--- config.mk ---
export PLATFORM = sky130hd
export DESIGN_NAME = pipe_skid_reg
export DESIGN_NICKNAME = d
export VERILOG_FILES = /design/src/rtl/pipe_skid_reg.sv
export SDC_FILE = /design/constraint.sdc
export NUM_CORES = 1
export LEC_CHECK = 0
export CORE_MARGIN = 1
export CORE_UTILIZATION = 43
export CTS_BUF_LIST = sky130_fd_sc_hd__clkbuf_8
export CTS_CLUSTER_SIZE = 12
export DETAILED_ROUTE_END_ITERATION = 10
export PLACE_DENSITY = 0.87
export SLEW_MARGIN = 40
export SYNTH_ARGS = -nofsm -noshare
export SYNTH_HDL_FRONTEND = slang
export SYNTH_SLANG_ARGS = --single-unit
--- constraint.sdc ---
create_clock -name CLK -period 2.19 [get_ports CLK]
set_input_delay 0.5475 -clock CLK [delete_from_list [all_inputs] [get_ports CLK]]
set_output_delay 0.5475 -clock CLK [all_outputs]
set_load 0.01 [all_outputs]
--- src/rtl/pipe_skid_reg.sv ---
// Pipeline stage register with valid/ready handshake and a one-entry skid buffer; latency 1 cycle.
// Backpressure: in_ready is a flop (no combinational path from out_ready); the skid absorbs one word on stall.
// Optional performance counters are enabled by defining PIPE_SKID_PERF_EN.
module pipe_skid_reg #(
    parameter int DATA_W = 32,
    parameter int CNT_W  = 16
) (
    input  logic              CLK,
    input  logic              RST,
    input  logic              flush,
    input  logic              in_valid,
    output logic              in_ready,
    input  logic [DATA_W-1:0] in_data,
    output logic              out_valid,
    input  logic              out_ready,
    output logic [DATA_W-1:0] out_data,
    input  logic              cnt_clr,
    output logic [CNT_W-1:0]  stall_cnt,
    output logic [CNT_W-1:0]  bp_cnt
);

    logic              main_v_q, main_v_d;
    logic              skid_v_q, skid_v_d;
    logic [DATA_W-1:0] main_d_q, main_d_d;
    logic [DATA_W-1:0] skid_d_q, skid_d_d;
    logic              rdy_q;
    logic              accept, drain;

    assign accept    = in_valid & rdy_q;
    assign drain     = main_v_q & out_ready;
    assign in_ready  = rdy_q;
    assign out_valid = main_v_q;
    assign out_data  = main_d_q;

    always_comb begin
        main_v_d = main_v_q;
        skid_v_d = skid_v_q;
        main_d_d = main_d_q;
        skid_d_d = skid_d_q;
        if (flush) begin
            // Data registers keep their contents; only the valid bits drop.
            main_v_d = 1'b0;
            skid_v_d = 1'b0;
        end else if (!main_v_q) begin
            if (accept) begin
                main_v_d = 1'b1;
                main_d_d = in_data;
            end
        end else if (!skid_v_q) begin
            if (accept && drain) begin
                main_d_d = in_data;
            end else if (drain) begin
                main_v_d = 1'b0;
            end else if (accept) begin
                skid_v_d = 1'b1;
                skid_d_d = in_data;
            end
        end else if (drain) begin
            main_d_d = skid_d_q;
            skid_v_d = 1'b0;
        end
    end

    always_ff @(posedge CLK or posedge RST) begin
        if (RST) begin
            main_v_q <= 1'b0;
            skid_v_q <= 1'b0;
            main_d_q <= '0;
            skid_d_q <= '0;
            rdy_q    <= 1'b1;
        end else begin
            main_v_q <= main_v_d;
            skid_v_q <= skid_v_d;
            main_d_q <= main_d_d;
            skid_d_q <= skid_d_d;
            rdy_q    <= ~skid_v_d;
        end
    end

`ifdef PIPE_SKID_PERF_EN
    logic [CNT_W-1:0] stall_cnt_q, bp_cnt_q;
    localparam logic [CNT_W-1:0] CNT_MAX = {CNT_W{1'b1}};

    always_ff @(posedge CLK or posedge RST) begin
        if (RST) begin
            stall_cnt_q <= '0;
            bp_cnt_q    <= '0;
        end else if (cnt_clr) begin
            stall_cnt_q <= '0;
            bp_cnt_q    <= '0;
        end else begin
            if (main_v_q && !out_ready && stall_cnt_q != CNT_MAX)
                stall_cnt_q <= stall_cnt_q + 1'b1;
            if (in_valid && !rdy_q && bp_cnt_q != CNT_MAX)
                bp_cnt_q <= bp_cnt_q + 1'b1;
        end
    end

    assign stall_cnt = stall_cnt_q;
    assign bp_cnt    = bp_cnt_q;
`else
    logic unused_cnt_clr;
    assign unused_cnt_clr = cnt_clr;
    assign stall_cnt      = '0;
    assign bp_cnt         = '0;
`endif

endmodule

; ---- Word level (Yosys, flattened, before mapping)
; Index checks and enable logic that the tools add are counted.
[op_classes]
mux = 16
bitwise = 7
reduce_logical = 4
eq_ne = 2
[ops]
columns = cell, n
row1 = $mux 32, 5
row2 = $mux 1, 11
row3 = $reduce_and 6->1, 1
row4 = $not 1->1, 5
row5 = $reduce_and 4->1, 1
row6 = $ne 3x1->1 const B, 1
row7 = $ne 3x2->1 const B, 1
row8 = $and 1x1->1, 2
row9 = $reduce_bool 2->1, 1
row10 = $logic_and 1x1->1, 1
[totals]
inputBits = 38
word_cells = 34
regBits = 67
out_inout_bits = 66

; ---- Depth between registers and ports, before layout
[depth]
depth_word = 8
ltp_mapped = 5
mapped_depth_nobuf = 3

; ---- Worst setup path before layout
; Ideal clock, no wire load.
[synth_path]
kind = in2reg
start = input port out_ready
end = register skid_d_q[10]
required_ns = 2.065
setup_ns = 0.125
t_arrival_ns = 1.760
cell_stages = 5
slack_ns = 0.305
n_path_buf = 2
path_cell_list = and2b_1 or4b_1 buf_2 buf_6 mux2_4
[synth_via]
elab_chain_cells = 4
elab_cells_between_ends = 5
classes_between = bitwise (3) / reduce/logical (2)
[synth_lines]
columns = element, line_no
row1 = "start, declared", 15  ; input logic out_ready,
row2 = $and 1x1->1 (*), 30  ; assign drain = main_v_q & out_ready;
row3 = $logic_and 1x1->1, 50  ; if (accept && drain) begin
row4 = $not 1->1 (no source line), --
row5 = $reduce_and 6->1 (no source line) (*), --
row6 = "end signal, assigned", 75  ; skid_d_q <= skid_d_d;
row7 = "end, declared", 25  ; logic [DATA_W-1:0] skid_d_q, skid_d_d;
; Every way passes the cells marked *; elsewhere a longest branch is shown, timed or not.
; A chain may end at the register's enable or synchronous reset.

; ---- Final worst setup path
[layout_path]
start = input port out_ready
end = register skid_d_q[11]
; The elaborated chain is that of the path after synthesis.

==> results by group <==
Yosys
  • Async set-reset flop share out of synthesis: 100%
  • Top-count cell post-synth: dfrtp_1
  • Yosys cell types: 19
  • Post-synth EDFFs: 0
  • Synthesized area per cell: about 15 um2
  • Most used flip-flop cell after synthesis: dfrtp_1
  • Register area share after synthesis: between 50% and 60%
  • Top cells by area, synth: dfrtp_1, mux2_2, mux2_4
  • Synth Warn #: 0
  • Synth Register Bits: 67
  • Synth top area share: approximately half
  • Commonest cells in the netlist: dfrtp_1, mux2_2, buf_4
  • Area of the mapped netlist: roughly 3300 um2
  • Post-synthesis instance total: around 220
  • Largest area contributor in the netlist: dfrtp_1

Detailed routing
  • Drt wl/cell: about 15 um
  • Routed wire length: roughly 6100 um
  • DRC Markers: 0
  • Post-route ant nets: 0
  • Via/cell ratio: about 4.8
  • Drt first pass iters: 4
  • 1st-iter DRT viols: between 40 and 50
  • Vias: just under 2k

Placed design
  • PortBufs: 70
  • Routability congestion estimate: 0.719
  • HPWL after detailed placement: about 4300 um

GRT
  • Gr ovfl total: 0
  • Initial antenna violation count: 0
  • Pin count of the biggest net entering global routing: 30
  • GRT Total Usage: approximately 17%
  • Vias in the first global route: between 2k and 2.5k
  • Global-route wire length before repair: roughly 9600 um

Floorplan
  • Core area: around 7300 um2
  • IO Pins: approximately 100
  • FP Rows: 31
  • Die area: 7920 um2
  • DIE HEIGHT: approximately 89 um
  • Initial Utilization: 44.6%
  • Die W: about 89 um

Run
  • Max Cap Viol: 0

STA
  • Fin. Hold Viols: 0
  • Worst slew pin tran: about 0.50 ns
  • RSZ-0062 raised after global routing: true
  • Hold_ws: 0.505 ns
  • Setup Skew: 0.00871 ns
  • Final setup viols: 0
  • Maximum clock rate: between 0.4 and 0.5 GHz
  • Fin crit period: 2.18 ns
  • Period Utilization, post-route: between 90% and 100%
  • Slew Viols, Final: 0
  • Relative slew slack: 66.5%

Clock tree
  • H-tree levels: 3
  • Clock Path Buffers: 2
  • CTS tree: yes
  • Clock root cell: clkbuf_8
  • Setup Buffers After CTS: 0
  • Cts hold-fix bufs: 0
  • Post-CTS sizing: 0
  • Clock-pin slew on the worst setup and hold paths: around 0.07 ns
  • Sink Count: 67
  • Worst-Skew Late Latency: roughly 0.33 ns
  • TritonCTS Buffers: 9

Setup path
  • CP startpoint kind: input port
  • Critical path peak fanout: 13
  • Critical Path AT: around 2.4 ns
  • WP data required: between 2 and 2.5 ns
  • Setup CP Type: in -> reg
  • Crit. End Element: flip-flop
  • Register-to-register setup slack: approximately 0.20 ns

Power and ir drop
  • Clock power share: roughly 27%
  • Cell-internal power: ~2700 uW
  • Psw: between 900 and 1000 uW
  • Logic pwr share: between 20% and 30%
  • Maximum vdd drop: slightly below 0.0005 V
  • Flop pwr share: 46.6%
  • Net Sw Frac: 25.4%
  • Leakage power: ~0.002 uW
  • Power Density: about 870 nW/um2

Finish
  • Diodes inserted: 0
  • Layout cells sized above 1: 35.5%
  • Area Growth Syn to Fin: 29.9%
  • Post-layout util: between 50% and 60%
  • Total Nets Final: 340

Worst hold path
  • Hold Crit Class: reg -> reg

Run status
  • Status: completed
## metal layers
layer	up-vias	GRT usage [%]	wire length (um)
li1	864	-	-
met1	987	18.7	2520
met2	74	29.1	3050
met3	6	6.93	446
met4	0	4.33	42
met5	-	0	0
## power groups by stage
stage	Combinational, uW	Sequential [uW]	Clock (uW)
after global routing	1040	1750	1090
after floorplan	522	1760	0
after global placement	946	1710	0
after detailed placement	968	1730	0
after CTS	975	1720	1040
final	963	1710	1000
## stage by stage
| stage | setup TNS, ns | instances | total power (uW) | worst slack [ns] | cell area (um2) |
|---|---|---|---|---|---|
| after floorplan | 0 | 249 | 2280 | 0.305 | 3370 |
| after global placement | -11.01 | 390 | 2660 | -0.300 | 4030 |
| after detailed placement | -12.70 | 390 | 2700 | -0.333 | 4030 |
| after CTS | 0 | 406 | 3730 | 0.0214 | 4230 |
| after global routing | -0.00387 | 406 | 3880 | -0.00233 | 4230 |
| final | 0 | 406 | 3680 | 0.0114 | 4230 |
## registers in the layout (all words and copies together), names as in the netlist
register / count
in_ready: 1
out_data: 32
out_valid: 1
skid_d_q: 32
skid_v_q: 1
## cell families (layout without fill, tap and decap cells)
logic type	Yosys count	count (layout)	synth area share (%)
buffers and inverters	45	103	9.73
AO/OA/AOI/OAI	5	5	1.15
other	1	32	0.115
multiplexers	96	96	36.7
flip-flops	67	67	51.6
AND/OR/NAND/NOR	4	4	0.769
## cell type report
cell class | count | area [um2]
clock buffers | 10 | 138
clock inverters | 6 | 56.3
fillers | 624 | 3060
inverters | 3 | 15.0
multi-input cells | 137 | 1390
flip-flops and latches | 67 | 1680
well taps | 99 | 124
repair buffers | 84 | 831
## placed cells by master (no fill, tap or decap), types with 2 or more instances in the layout
cell,synthesis,final
buf_12,0,2
conb_1,1,32
clkinvlp_4,0,2
buf_4,32,12
mux2_4,30,30
clkinv_2,0,3
clkbuf_8,0,10
inv_1,3,3
clkdlybuf4s50_1,0,70
mux2_1,21,21
dfrtp_1,66,66
mux2_2,45,45
## path summary, 6_finish.rpt
check                        startpoint           end  cells past startpoint
max                           out_ready  skid_d_q[11]                      5
min                        out_data[18]  out_data[18]                      1
max reg2reg                    in_ready  skid_d_q[11]                      4
min reg2reg                out_data[18]  out_data[18]                      1
max in group asynchronous           RST      in_ready                      3
min in group asynchronous           RST  skid_d_q[20]                      2
## worst max-delay path, stage by stage
cell,delay [ns]
clkdlybuf4s50_1,0.42
and2b_1,0.22
or4b_2,0.63
buf_4,0.26
mux2_4,0.32
Power figures use the tool's default switching activity.
